[src/rtl/instr_fetch_unit_pkg.sv]
// Shared CPU definitions: fetch-unit state encoding, reset PC default,
// control-FSM state constants and the PC increment helper.
package instr_fetch_unit_pkg;

  localparam logic [15:0] DEFAULT_RESET_PC = 16'h0000;

  typedef enum logic [1:0] {
    FS_FETCH   = 2'd0,
    FS_HOLD    = 2'd1,
    FS_DISCARD = 2'd2
  } fetch_state_t;

  typedef enum logic [2:0] {
    CS_RESET     = 3'd0,
    CS_FETCH     = 3'd1,
    CS_DECODE    = 3'd2,
    CS_EXECUTE   = 3'd3,
    CS_MEMORY    = 3'd4,
    CS_WRITEBACK = 3'd5
  } ctrl_state_t;

  function automatic logic [15:0] pc_increment(input logic [15:0] pc);
    return pc + 16'd1;
  endfunction

endpackage

[src/rtl/instr_fetch_unit_pc_next.sv]
// Next-PC selection: sequential increment (wrapping at 16 bits) or branch target.
module pc_next_logic
  import instr_fetch_unit_pkg::*;
(
  input  logic [15:0] pc,
  input  logic        pc_inc_or_set,
  input  logic [15:0] branch_target,
  output logic [15:0] next_pc
);

  always_comb begin
    next_pc = pc_inc_or_set ? branch_target : pc_increment(pc);
  end

endmodule

[src/rtl/instr_fetch_unit.sv]
// Instruction fetch unit: PC, single-entry fetch buffer, IR and a
// FETCH/HOLD/DISCARD request FSM that drops responses made stale by a redirect.
module instr_fetch_unit
  import instr_fetch_unit_pkg::*;
#(
  parameter logic [15:0] RESET_PC = DEFAULT_RESET_PC
) (
  input  logic        clock,
  input  logic        reset,
  input  logic        pc_en,
  input  logic        pc_inc_or_set,
  input  logic        ir_en,
  input  logic [15:0] branch_target,
  input  logic [15:0] mem_rdata,
  input  logic        mem_ready,
  output logic        mem_req,
  output logic [15:0] mem_addr,
  output logic [15:0] instruction,
  output logic [15:0] pc,
  output logic        fetch_busy
);

  fetch_state_t state_q, state_d;
  logic [15:0]  pc_q, pc_d;
  logic [15:0]  ir_q, ir_d;
  logic [15:0]  fbuf_q, fbuf_d;
  logic [15:0]  addr_q, addr_d;
  logic         pend_q, pend_d;
  logic         req_q, req_d;
  logic [15:0]  pc_next;

  pc_next_logic u_pc_next (
    .pc            (pc_q),
    .pc_inc_or_set (pc_inc_or_set),
    .branch_target (branch_target),
    .next_pc       (pc_next)
  );

  always_comb begin
    state_d = state_q;
    ir_d    = ir_q;
    fbuf_d  = fbuf_q;
    addr_d  = addr_q;
    pend_d  = pend_q;
    pc_d    = pc_en ? pc_next : pc_q;

    unique case (state_q)
      FS_HOLD: begin
        if (ir_en) ir_d = fbuf_q;
        if (pc_en) begin
          state_d = FS_FETCH;
          addr_d  = pc_next;
        end
      end
      FS_FETCH: begin
        if (mem_ready) begin
          if (pc_en) begin
            // Redirect on the response edge: drop the data, refetch at once.
            addr_d = pc_next;
            pend_d = pend_q | ir_en;
          end else begin
            fbuf_d  = mem_rdata;
            if (pend_q || ir_en) ir_d = mem_rdata;
            pend_d  = 1'b0;
            state_d = FS_HOLD;
          end
        end else begin
          pend_d = pend_q | ir_en;
          if (pc_en) state_d = FS_DISCARD;
        end
      end
      FS_DISCARD: begin
        pend_d = pend_q | ir_en;
        if (mem_ready) begin
          state_d = FS_FETCH;
          addr_d  = pc_d;
        end
      end
      default: state_d = FS_FETCH;
    endcase

    req_d = (state_d != FS_HOLD);
  end

  always_ff @(posedge clock) begin
    if (reset) begin
      state_q <= FS_FETCH;
      pc_q    <= RESET_PC;
      ir_q    <= '0;
      fbuf_q  <= '0;
      addr_q  <= RESET_PC;
      pend_q  <= 1'b0;
      req_q   <= 1'b1;
    end else begin
      state_q <= state_d;
      pc_q    <= pc_d;
      ir_q    <= ir_d;
      fbuf_q  <= fbuf_d;
      addr_q  <= addr_d;
      pend_q  <= pend_d;
      req_q   <= req_d;
    end
  end

  assign mem_req     = req_q;
  assign mem_addr    = addr_q;
  assign instruction = ir_q;
  assign pc          = pc_q;
  assign fetch_busy  = pend_q;

endmodule
[config.mk]
export PLATFORM = sky130hd
export DESIGN_NAME = instr_fetch_unit
export DESIGN_NICKNAME = d
export VERILOG_FILES = /design/src/rtl/instr_fetch_unit_pkg.sv /design/src/rtl/instr_fetch_unit_pc_next.sv /design/src/rtl/instr_fetch_unit.sv
export SDC_FILE = /design/constraint.sdc
export NUM_CORES = 1
export LEC_CHECK = 0
export BUFFER_PORTS_ARGS = -buffer_cell sky130_fd_sc_hd__clkbuf_2
export CAP_MARGIN = 20
export CORE_MARGIN = 2
export CORE_UTILIZATION = 24
export CTS_CLUSTER_SIZE = 12
export DETAILED_ROUTE_END_ITERATION = 16
export PLACE_DENSITY = 0.48
export SLEW_MARGIN = 30
export SYNTH_ARGS = -nofsm -noshare
export SYNTH_HDL_FRONTEND = slang
export SYNTH_SLANG_ARGS = --single-unit
export TNS_END_PERCENT = 5
[constraint.sdc]
create_clock -name clock -period 3.2 [get_ports clock]
set_input_delay 0.16 -clock clock [delete_from_list [all_inputs] [get_ports clock]]
set_output_delay 0.16 -clock clock [all_outputs]
set_load 0.01 [all_outputs]
==> summary.txt <==
Run status
  – Outcome: finished clean

Critical path
  – Critical path endpoint category: flop
  – WP data required: 3440 ps
  – Crit-path max FO: 12
  – Crit-path leading delay family: simple AND/OR/NAND/NOR gates
  – CP max stage cell: nor4_2
  – Worst path arrival time: 2350 ps
  – R2r worst-path depth: 4
  – Worst path buffer plus inverter count: 0
  – Critical path's largest stage delay: 550 ps
  – Setup Crit Path Kind: flop to flop
  – Reg2reg end: pc[13]$_SDFF_PP0_
  – Critical path launch point: pc[2]$_SDFF_PP0_
  – Reg2reg setup slack: 1090 ps
  – Worst Setup Start Kind: flop
  – CP Cell Sequence: nand3_1 > nor4_2 > o21ai_0 > a32o_1
  – Reg-to-Reg Start: pc[2]$_SDFF_PP0_

Power and ir drop
  – Peak supply drop: 0.000261 V
  – Sw Pwr: 647 uW
  – Flop pwr share: 0.399
  – Sw Ratio: 0.271
  – Leakage: between 1.5 and 2 nW
  – Clock power frac: 0.461
  – Int Power: 1.74 mW
  – Power Density: 536 mW/mm2
  – Comb pwr share: 0.140

Synthesis
  – Yosys reg bits: ~70
  – Sequential element share of the synthesized area: 0.384
  – Cells taking the most area after synthesis: dfxtp_1 (38%), nand2_1 (8.3%), a311oi_1 (5.4%)
  – Post-Synthesis Cells: 447
  – Largest area contributor in the netlist: dfxtp_1
  – Synth warn: 0
  – Syn Nets: roughly 490
  – Dominant synthesized flop cell: dfxtp_1
  – Ys async rst share: 0
  – EDFF count, synth: 0
  – Synth cell types: 60
  – Post-Syn Area per Cell: a little under 8 um2
  – Cell Area, Synth: 0.00354 mm2
  – Top cell type's share of synthesized area: 0.384

Cells and area
  – Non-Filler Instances: 706
  – Area growth from synthesis to layout: 25.7%
  – # nets final: 556
  – # diodes: 0
  – Fin util: 0.308
  – Share of cells above drive strength 1: 0.241

GRT
  – Largest net degree at the start of global routing: 52
  – Initial antenna violation count: 0
  – Gr usage total: 0.142
  – First-pass GRT wire length: 18.0 mm
  – Vias in the first global route: roughly 3500
  – Remaining Overflow, GRT: 0

STA
  – Unrepaired setup endpoints after global routing: no
  – Period utilization: 0.660
  – Tightest Pin Transition: 786 ps
  – Worst Skew: 5.59 ps
  – Worst Hold Slack: 64.1 ps
  – Fmax: 0.473 GHz
  – Setup TNS: 0 ps
  – Minimum clock period: roughly 2100 ps
  – Fin. max-slew vios: 0
  – Slew headroom: 0.476
  – Hold violation count in the final report: 0
  – Setup Viol. Count Final: 0

Floorplanning
  – Core Area: around 0.014 mm2
  – Die Area: 0.0158 mm2
  – I/O pin count: 88
  – Die Ht: 126 um
  – Die Wd: 126 um
  – # rows: 44
  – Starting density of the core: 0.245

Routing
  – Post-route ant nets: 0
  – WL final: 11.0 mm
  – Drc violations: 0
  – Routed wire length per instance: 15.7 um
  – Detailed router's first-iteration violation count: 240
  – Drt pass-1 iters: 4
  – Vias: 3567
  – Drt via density: slightly above 5

Min path
  – Hold Crit Start: mem_rdata[10]
  – Hold Path Depth: 3
  – Worst Hold End: fbuf_q[10]$_SDFFE_PP0P_
  – Hold/Removal Path Class: input port to flop

Placement
  – GPL Wtd Cong: 0.775
  – DP Cell Count: 690
  – Hpwl dp: about 7.6 mm
  – Number of buffers added on ports: just under 90

Clock network
  – Sink Count: between 60 and 70
  – Post-CTS Setup Bufs: 0
  – Worst skew pair latency: 340 ps
  – Cts bufs inserted: 9
  – CTS H-tree lvls: 3
  – Clock Pin Slew Worst Setup and Hold Paths: 60 ps
  – Max clock buf depth: 2
  – Cts hold-fix bufs: 0
  – TritonCTS clock tree: yes
  – CTS Root Cell: clkbuf_16
  – CTS-repair resized insts: 0

Job
  – Max-cap viol count: 0
[synth_stat cells, types with 7 or more instances]
| master | n |
|---|---|
| mux2i_1 | 7 |
| nor4_1 | 7 |
| a21oi_1 | 27 |
| inv_1 | 8 |
| nand2b_1 | 13 |
| nor3_1 | 8 |
| nand2_1 | 78 |
| nor2_1 | 44 |
| o21ai_1 | 7 |
| dfxtp_1 | 68 |
| buf_2 | 12 |
| nand3_1 | 11 |
| a311oi_1 | 22 |
| o21ai_0 | 33 |
| clkbuf_1 | 21 |
[logic make-up after synthesis]
logic type               after synthesis  synth area share
AO/OA/AOI/OAI                        130             0.254
XOR/XNOR                               1           0.00247
adder cells (fa/ha/maj)                1           0.00353
buffers and inverters                 45            0.0540
flip-flops                            68             0.384
multiplexers                           8            0.0229
AND/OR/NAND/NOR                      194             0.279
[worst min-delay path, delay by kind of cell]
| family | cells | cell delay (ps) |
|---|---|---|
| buffers and inverters | 1 | 90 |
| AOI/OAI and AO/OA | 1 | 50 |
| and+or+nand+nor | 1 | 50 |
[layout by cell type, fill, tap and decap left out, types with 11 or more instances in the layout]
cell type / instances
a21oi_1: 27
a311oi_1: 22
clkbuf_2: 87
dfxtp_1: 68
nand2_1: 78
nand2b_1: 13
nand3_1: 11
nor2_1: 44
o21ai_0: 33
[through the flow]
step           total power [mW]  worst slack [ps]  area, um2
6_report                   2.39              1090       4460
2_1_floorplan              1.17              1420       3540
5_1_grt                    2.50               865       4460
3_3_place_gp               1.30              1110       4130
3_5_place_dp               1.31              1090       4130
4_1_cts                    2.42              1100       4460
[how the worst max path moves through the flow]
stage | slack [ps] | to | depth (start not counted)
finish | 1090 | pc[13]$_SDFF_PP0_ | 4
floorplan | 1420 | mem_addr[12]$_SDFFE_PP0P_ | 5
global route | 860 | pc[13]$_SDFF_PP0_ | 4
global placement | 1110 | mem_addr[13]$_SDFFE_PP0P_ | 5
detailed placement | 1090 | pc[13]$_SDFF_PP0_ | 4
CTS | 1100 | pc[13]$_SDFF_PP0_ | 4
[state kept, by name, summed over array words and instances, names as in the netlist]
signal and cells:
mem_addr 16, fetch_busy 1, state_q 2, fbuf_q 16, mem_req 1, pc 16, instruction 16
[per-layer routing]
| layer | global-route usage | vias up | part of all wire |
|---|---|---|---|
| met5 | 0 | - | 0 |
| met4 | 0.0386 | 0 | 0.011 |
| met3 | 0.0518 | 11 | 0.069 |
| met2 | 0.232 | 108 | 0.46 |
| met1 | 0.177 | 1684 | 0.46 |
| li1 | - | 1764 | - |
[power groups by stage]
stage	Sequential (mW)	Combinational [mW]	Clock, mW
after floorplan	0.979	0.192	0
after global placement	0.969	0.334	0
after detailed placement	0.971	0.338	0
after CTS	0.953	0.338	1.13
after global routing	0.962	0.373	1.17
final	0.953	0.334	1.10
[area by class of cell]
class                      count  area, um2
timing repair buffer          96        503
fill                        1562      10000
clock inverter                 5       85.1
multi-input combinational    334       2000
clock buffer                  11        243
inverter                       8       30.0
sequential                    68       1360
tap                          184        230
(Power assumes the default switching activity.)
